<file path="config.mk">
export PLATFORM = sky130hd
export DESIGN_NAME = apb_fifo_periph_p
export DESIGN_NICKNAME = d
export VERILOG_FILES = /design/src/rtl/fifo_apb_pkg.sv /design/src/rtl/sync_fifo_core.sv /design/src/rtl/apb_fifo_periph_p.sv
export SDC_FILE = /design/constraint.sdc
export NUM_CORES = 1
export LEC_CHECK = 0
export ABC_AREA = 1
export CORE_MARGIN = 2
export CORE_UTILIZATION = 45
export DETAILED_ROUTE_END_ITERATION = 8
export PLACE_DENSITY = 0.74
export SETUP_SLACK_MARGIN = 0.1
export SYNTH_ARGS = -nofsm -noshare
export SYNTH_HDL_FRONTEND = slang
export SYNTH_SLANG_ARGS = --single-unit
</file>
<file path="constraint.sdc">
create_clock -name PCLK -period 2.4 [get_ports PCLK]
set_input_delay 0.48 -clock PCLK [delete_from_list [all_inputs] [get_ports PCLK]]
set_output_delay 0.48 -clock PCLK [all_outputs]
set_load 0.05 [all_outputs]
</file>
<file path="src/rtl/fifo_apb_pkg.sv">
// Shared definitions for the APB FIFO peripheral: register word offsets,
// status/control bit positions and the APB handshake state encoding.
package fifo_apb_pkg;

    // Register word index, taken from PADDR[3:2]
    localparam logic [1:0] REG_FSR = 2'd0;
    localparam logic [1:0] REG_FWD = 2'd1;
    localparam logic [1:0] REG_FRD = 2'd2;
    localparam logic [1:0] REG_FCR = 2'd3;

    // FSR bit positions
    localparam int FSR_EMPTY   = 0;
    localparam int FSR_FULL    = 1;
    localparam int FSR_OVF     = 2;
    localparam int FSR_UDF     = 3;
    localparam int FSR_THR     = 4;
    localparam int FSR_LVL_LSB = 8;

    // FCR bit positions
    localparam int FCR_IRQ_EN  = 0;
    localparam int FCR_FLUSH   = 1;
    localparam int FCR_CLR_OVF = 2;
    localparam int FCR_CLR_UDF = 3;
    localparam int FCR_THR_LSB = 8;

    // APB slave handshake states; RD_WAIT is the single wait state of FRD
    typedef enum logic [1:0] {
        IDLE    = 2'd0,
        ACCESS  = 2'd1,
        RD_WAIT = 2'd2
    } apb_state_e;

endpackage

</file>
<file path="src/rtl/sync_fifo_core.sv">
// Synchronous FIFO storage: push/pop/flush with a combinational head output
// and a level counter that spans 0..DEPTH inclusive. Knows nothing of APB.
module sync_fifo_core #(
    parameter int DATA_W = 8,
    parameter int DEPTH  = 16,
    localparam int ADDR_W = $clog2(DEPTH),
    localparam int CNT_W  = $clog2(DEPTH) + 1
) (
    input  logic              clk,
    input  logic              rst,
    input  logic              push,
    input  logic              pop,
    input  logic              flush,
    input  logic [DATA_W-1:0] wdata,
    output logic [DATA_W-1:0] rdata,
    output logic              full,
    output logic              empty,
    output logic [CNT_W-1:0]  level
);

    logic [DATA_W-1:0] mem [DEPTH];
    logic [ADDR_W-1:0] wr_ptr;
    logic [ADDR_W-1:0] rd_ptr;
    logic              do_push;
    logic              do_pop;

    assign full    = (level == CNT_W'(DEPTH));
    assign empty   = (level == '0);
    assign do_push = push & ~full & ~flush;
    assign do_pop  = pop & ~empty & ~flush;
    assign rdata   = mem[rd_ptr];

    // Storage array has no reset; only the entry at wr_ptr is written on an accepted push
    always_ff @(posedge clk) begin
        if (do_push) begin
            mem[wr_ptr] <= wdata;
        end
    end

    // Pointers wrap naturally since DEPTH is a power of two; flush wins over push/pop
    always_ff @(posedge clk or posedge rst) begin
        if (rst) begin
            wr_ptr <= '0;
            rd_ptr <= '0;
            level  <= '0;
        end else if (flush) begin
            wr_ptr <= '0;
            rd_ptr <= '0;
            level  <= '0;
        end else begin
            if (do_push) begin
                wr_ptr <= wr_ptr + ADDR_W'(1);
            end
            if (do_pop) begin
                rd_ptr <= rd_ptr + ADDR_W'(1);
            end
            case ({do_push, do_pop})
                2'b10:   level <= level + CNT_W'(1);
                2'b01:   level <= level - CNT_W'(1);
                default: level <= level;
            endcase
        end
    end

endmodule

</file>
<file path="src/rtl/apb_fifo_periph_p.sv">
// APB3 slave wrapping sync_fifo_core as a CPU peripheral: status, push,
// pop (one wait state), control with threshold interrupt, sticky error flags.
// Side effects happen only on the edge that completes a transfer.
module apb_fifo_periph_p
    import fifo_apb_pkg::*;
#(
    parameter int DATA_W = 8,
    parameter int DEPTH  = 16
) (
    input  logic        PCLK,
    input  logic        PRESET,
    input  logic [3:0]  PADDR,
    input  logic [31:0] PWDATA,
    input  logic        PWRITE,
    input  logic        PENABLE,
    input  logic        PSEL,
    output logic [31:0] PRDATA,
    output logic        PREADY,
    output logic        PSLVERR,
    output logic        fifo_irq
);

    localparam int CNT_W = $clog2(DEPTH) + 1;

    // Handshake: a transfer starts with setup (PSEL & !PENABLE), then access
    // (PSEL & PENABLE). PREADY rises only in access; the transfer completes on
    // the edge where PSEL & PENABLE & PREADY, and PSLVERR/PRDATA are valid then.

    apb_state_e        state_q;
    apb_state_e        state_d;

    logic [1:0]        reg_sel;
    logic              xfer;
    logic              is_frd_rd;

    logic [DATA_W-1:0] fifo_rdata;
    logic              fifo_full;
    logic              fifo_empty;
    logic [CNT_W-1:0]  fifo_level;

    logic              push;
    logic              pop;
    logic              fcr_wr;
    logic              cap_head;
    logic              flush;

    logic              ovf_q;
    logic              udf_q;
    logic              irq_en_q;
    logic [7:0]        thr_q;
    logic [31:0]       prdata_q;

    logic [8:0]        lvl_ext;
    logic [7:0]        lvl_byte;
    logic              thr_hit;
    logic [31:0]       fsr_val;
    logic [31:0]       fcr_val;

    wire unused_ok = ^{PADDR[1:0], PWDATA};

    assign reg_sel   = PADDR[3:2];
    assign xfer      = PSEL & PENABLE;
    assign is_frd_rd = ~PWRITE & (reg_sel == REG_FRD);
    assign flush     = fcr_wr & PWDATA[FCR_FLUSH];

    sync_fifo_core #(
        .DATA_W (DATA_W),
        .DEPTH  (DEPTH)
    ) u_core (
        .clk   (PCLK),
        .rst   (PRESET),
        .push  (push),
        .pop   (pop),
        .flush (flush),
        .wdata (PWDATA[DATA_W-1:0]),
        .rdata (fifo_rdata),
        .full  (fifo_full),
        .empty (fifo_empty),
        .level (fifo_level)
    );

    // Status/control words; level saturates in the 8-bit field only when DEPTH=256 and full
    always_comb begin
        lvl_ext  = 9'(fifo_level);
        lvl_byte = lvl_ext[8] ? 8'hFF : lvl_ext[7:0];
        thr_hit  = (lvl_ext >= {1'b0, thr_q});
        fsr_val  = '0;
        fsr_val[FSR_EMPTY] = fifo_empty;
        fsr_val[FSR_FULL]  = fifo_full;
        fsr_val[FSR_OVF]   = ovf_q;
        fsr_val[FSR_UDF]   = udf_q;
        fsr_val[FSR_THR]   = thr_hit;
        fsr_val[FSR_LVL_LSB +: 8] = lvl_byte;
        fcr_val  = '0;
        fcr_val[FCR_IRQ_EN] = irq_en_q;
        fcr_val[FCR_THR_LSB +: 8] = thr_q;
    end

    // FSM state register
    always_ff @(posedge PCLK or posedge PRESET) begin
        if (PRESET) begin
            state_q <= IDLE;
        end else begin
            state_q <= state_d;
        end
    end

    // FSM next state: only FRD reads detour through RD_WAIT
    always_comb begin
        state_d = state_q;
        case (state_q)
            IDLE: begin
                if (PSEL & ~PENABLE) begin
                    state_d = ACCESS;
                end
            end
            ACCESS: begin
                if (xfer) begin
                    state_d = is_frd_rd ? RD_WAIT : IDLE;
                end else if (~PSEL) begin
                    state_d = IDLE;
                end
            end
            RD_WAIT: state_d = IDLE;
            default: state_d = IDLE;
        endcase
    end

    // FSM outputs: PREADY/PSLVERR/PRDATA and the completion-edge strobes
    always_comb begin
        PREADY   = 1'b0;
        PSLVERR  = 1'b0;
        PRDATA   = '0;
        push     = 1'b0;
        pop      = 1'b0;
        fcr_wr   = 1'b0;
        cap_head = 1'b0;
        case (state_q)
            ACCESS: begin
                if (xfer) begin
                    if (is_frd_rd) begin
                        cap_head = 1'b1;
                    end else begin
                        PREADY = 1'b1;
                        if (PWRITE) begin
                            case (reg_sel)
                                REG_FWD: begin
                                    push    = 1'b1;
                                    PSLVERR = fifo_full;
                                end
                                REG_FCR: fcr_wr  = 1'b1;
                                default: PSLVERR = 1'b1;
                            endcase
                        end else begin
                            case (reg_sel)
                                REG_FSR: PRDATA  = fsr_val;
                                REG_FCR: PRDATA  = fcr_val;
                                default: PSLVERR = 1'b1;
                            endcase
                        end
                    end
                end
            end
            RD_WAIT: begin
                if (xfer) begin
                    PREADY  = 1'b1;
                    pop     = 1'b1;
                    PSLVERR = fifo_empty;
                    PRDATA  = prdata_q;
                end
            end
            default: ;
        endcase
    end

    // Head capture for FRD during the wait state; zero when popping an empty FIFO
    always_ff @(posedge PCLK or posedge PRESET) begin
        if (PRESET) begin
            prdata_q <= '0;
        end else if (cap_head) begin
            prdata_q <= fifo_empty ? 32'd0 : 32'(fifo_rdata);
        end else if (state_q == RD_WAIT) begin
            prdata_q <= '0;
        end
    end

    // Sticky flags and FCR fields; W1C and flush share the FCR write edge
    always_ff @(posedge PCLK or posedge PRESET) begin
        if (PRESET) begin
            ovf_q    <= 1'b0;
            udf_q    <= 1'b0;
            irq_en_q <= 1'b0;
            thr_q    <= 8'(DEPTH / 2);
        end else begin
            if (push & fifo_full) begin
                ovf_q <= 1'b1;
            end
            if (pop & fifo_empty) begin
                udf_q <= 1'b1;
            end
            if (fcr_wr) begin
                irq_en_q <= PWDATA[FCR_IRQ_EN];
                thr_q    <= PWDATA[FCR_THR_LSB +: 8];
                if (PWDATA[FCR_CLR_OVF]) begin
                    ovf_q <= 1'b0;
                end
                if (PWDATA[FCR_CLR_UDF]) begin
                    udf_q <= 1'b0;
                end
            end
        end
    end

    // Registered level interrupt, one cycle behind the state it reflects
    always_ff @(posedge PCLK or posedge PRESET) begin
        if (PRESET) begin
            fifo_irq <= 1'b0;
        end else begin
            fifo_irq <= irq_en_q & (thr_hit | ovf_q | udf_q);
        end
    end

endmodule

</file>
==> results.py <==
metrics = {
    "synth": {
        "ys_seq_area_share_pct": 61.54,
        "syn_area_mm2": 0.007671,
        "ys_types": 38,
        "ys_ff_latch": 163,
        "async_flop_share_pct": 21.47,
        "syn_avg_cell_area_um2": 10.08,
        "ys.flop_type": "edfxtp_1",
        "yosys_warnings": 0,
        "synth_edf_count": 128,
        "synthCells": 761,
    },
    "clock_tree": {
        "cts_hold_buf": 0,
        "clockRootBuffer": "clkbuf_16",
        "cts_max_level": 4,
        "clkSinkCount": 163,
        "clk_latency_ns": 0.43,
        "numCtsBuffers": 17,
        "cts_tree": "built",
        "clk_path_buf_depth": 2,
        "path_clk_slew_ns": 0.07,
    },
    "finish": {
        "finalNetCount": 940,
        "mostFrequentLayoutCells": "nand2_1 (166), edfxtp_1 (128), nor2_1 (75), buf_4 (67), nand3_1 (64)",
        "layout_commonest_cell": "nand2_1",
        "syn_to_final_growth_pct": 33.11,
        "drive_gt1_share_pct": 26.49,
        "diodes": 0,
        "final_area_mm2": 0.01021,
    },
    "floorplan": {
        "start_util_pct": 46.09,
        "die_h_um": 134.6,
        "die_area_mm2": 0.01811,
        "coreArea_mm2": 0.01664,
        "rows": 47,
        "ios": 76,
        "die_x_um": 134.6,
    },
    "grt": {
        "grt-ovfl-total": 0,
        "grt_max_degree": 83,
        "antenna_found_initial": 1,
        "grt_util_all_layers_pct": 21.13,
        "grt_pass1_wl_um": 28950,
        "grt_pass1_vias": 5640,
    },
    "sta": {
        "fin_ws_ns": -0.2371,
        "post-route-period-util_pct": 109.9,
        "tightestPinTransition_ns": 0.7024,
        "skew_ns": 0.007104,
        "slew_headroom_pct": 53.03,
        "setup_viol": 15,
        "drv_slew": 0,
        "fin_crit_ns": 2.637,
        "rsz0062_at_grt": "yes",
        "hold_viol": 0,
        "fmax_mhz": 379.2,
    },
    "setup_path": {
        "critical_path_arrival_ns": 2.16,
        "worstSetupStartpointType": "flip-flop",
        "slowest_delay_ns": 0.40,
        "crit_type": "reg -> out",
        "critPathRequiredTime_ns": 1.92,
        "cp_top_family": "simple AND/OR/NAND/NOR gates",
        "crit_path_cell_trace": "inv_2 -> ha_4 -> inv_4 -> nor2_4 -> nand3_4 -> nor2_4 -> nand2_4 -> o211ai_1 -> clkbuf_16",
        "rr_startpoint": "state_q[1]",
        "crit_top_cell": "nor2_4",
        "worst_setup_path_end_kind": "output pin",
        "cp_max_fo": 3,
        "crit_slowest_cell": "dfrtp_1",
        "critPathLaunch": "state_q[1]",
        "path_buf_inv": 3,
    },
    "power_and_ir_drop": {
        "vdd_drop_max_v": 0.0006915,
        "powerDensity_mw_per_mm2": 977.2,
        "power.total_w": 0.009978,
        "power.leakage_nw": 4.086,
    },
    "flow_run": {
        "max_cap_viol_count": 0,
    },
    "placement": {
        "hpwlAfterDp_um": 12050,
        "routabilityCongestion": 0.8527,
        "dpl_cell_area_mm2": 0.008924,
        "io_buffers": 41,
    },
    "route": {
        "drt-wirelength-per-cell_um": 17.16,
        "vias_per_cell": 5.270,
        "drt_iter0_drc": 496,
        "drc": 0,
        "dr.pass1.iters": 5,
        "routed_wl_um": 19060,
        "ant_nets": 0,
        "vias": 5855,
    },
    "run_status": {
        "outcome": "finished, violations left",
        "violations": "setup timing",
    },
    "hold_path": {
        "hp-class": "in -> async",
    },
}
[cells in the mapped netlist, types with 3 or more instances]
| library cell | instances | area [um^2] |
|---|---|---|
| nand2_4 | 5 | 56.30 |
| clkbuf_1 | 9 | 33.78 |
| a21oi_1 | 12 | 60.06 |
| nor2_1 | 83 | 311.6 |
| nand3_1 | 74 | 370.4 |
| edfxtp_1 | 128 | 3844 |
| nor2_4 | 3 | 33.78 |
| dfrtp_1 | 34 | 850.8 |
| o211ai_1 | 17 | 127.6 |
| o22ai_1 | 3 | 18.77 |
| o21ai_0 | 49 | 245.2 |
| ha_1 | 20 | 250.2 |
| o21ai_1 | 9 | 45.04 |
| inv_2 | 6 | 22.52 |
| nand2_2 | 5 | 31.28 |
| nor3_1 | 15 | 75.07 |
| nand2_1 | 172 | 645.6 |
| buf_1 | 3 | 11.26 |
| nand4_1 | 3 | 18.77 |
| inv_1 | 62 | 232.7 |
| buf_2 | 15 | 75.07 |
| buf_4 | 16 | 120.1 |
[layer usage]
metal | vias to the layer above | GRT usage (%) | routed length [um]
met1 | 2776 | 28.29 | 7899
met5 | - | 0 | 0
met2 | 257 | 32.88 | 9163
met3 | 48 | 4.955 | 1395
met4 | 0 | 9.825 | 601
li1 | 2774 | - | -
[worst paths after layout]
path / cells after the start / end / slack [ns]
setup / recovery: 9 / PRDATA[0] / -0.24
hold / removal: 2 / u_core.rd_ptr[3] / 0.34
setup reg to reg: 18 / u_core.level[4] / -0.02
hold reg to reg: 2 / prdata_q[1] / 0.49
max in group asynchronous: 3 / thr_q[3] / 1.43
min in group PCLK: 2 / prdata_q[1] / 0.49
[flip-flops by register name, summed over array words and instances (netlist names)]
| register | flops |
|---|---|
| u_core.mem | 128 |
| prdata_q | 8 |
| thr_q | 8 |
| u_core.level | 5 |
| u_core.rd_ptr | 4 |
| u_core.wr_ptr | 4 |
| state_q | 2 |
| fifo_irq | 1 |
| irq_en_q | 1 |
| ovf_q | 1 |
| udf_q | 1 |
[where the power goes]
part	internal, W	total (W)	leakage [nW]	switching, W
registers	0.00334	0.00360	1.57	0.000260
logic	0.00135	0.00381	2.25	0.00245
clock network	0.00144	0.00257	0.267	0.00113
[timing repair]
action / in CTS / in global routing
gates resized for setup: 54 / 60
endpoints found under the setup margin: 21 / 102
setup buffers: 10 / 17
pin swaps: 15 / 23
[per-stage QoR]
stage                     cells  setup slack (ns)  util (%)  TNS [ns]  hold WS (ns)
after floorplan             776           -0.1222         -   -0.4390        0.4488
after global placement     1054           -0.4170     53.62    -30.76        0.4664
after detailed placement   1054           -0.4333     53.62    -37.06        0.4736
after CTS                  1096           -0.1461     58.94    -1.523        0.3353
after global routing       1111           -0.2901     61.36    -3.121        0.3760
final                      1111           -0.2371     61.36    -1.738        0.3435
[final cells by class]
type,instances,area (um^2)
inverters,70,279.0
clock buffers,19,432.9
repair buffers,127,1378
clock inverters,13,128.9
flip-flops and latches,163,4727
fillers,1212,6431
multi-input cells,499,2990
well taps,220,275.3
[kinds of logic after synthesis]
family / share of synthesized area, %
compound gates: 6.671
xor+xnor: 0.1142
fa+ha+maj: 3.523
buf+inv: 6.704
flops: 61.54
mux: 0.1468
other cells: 0.04888
simple gates: 21.25
No activity file was read; power rests on OpenSTA's default activity.
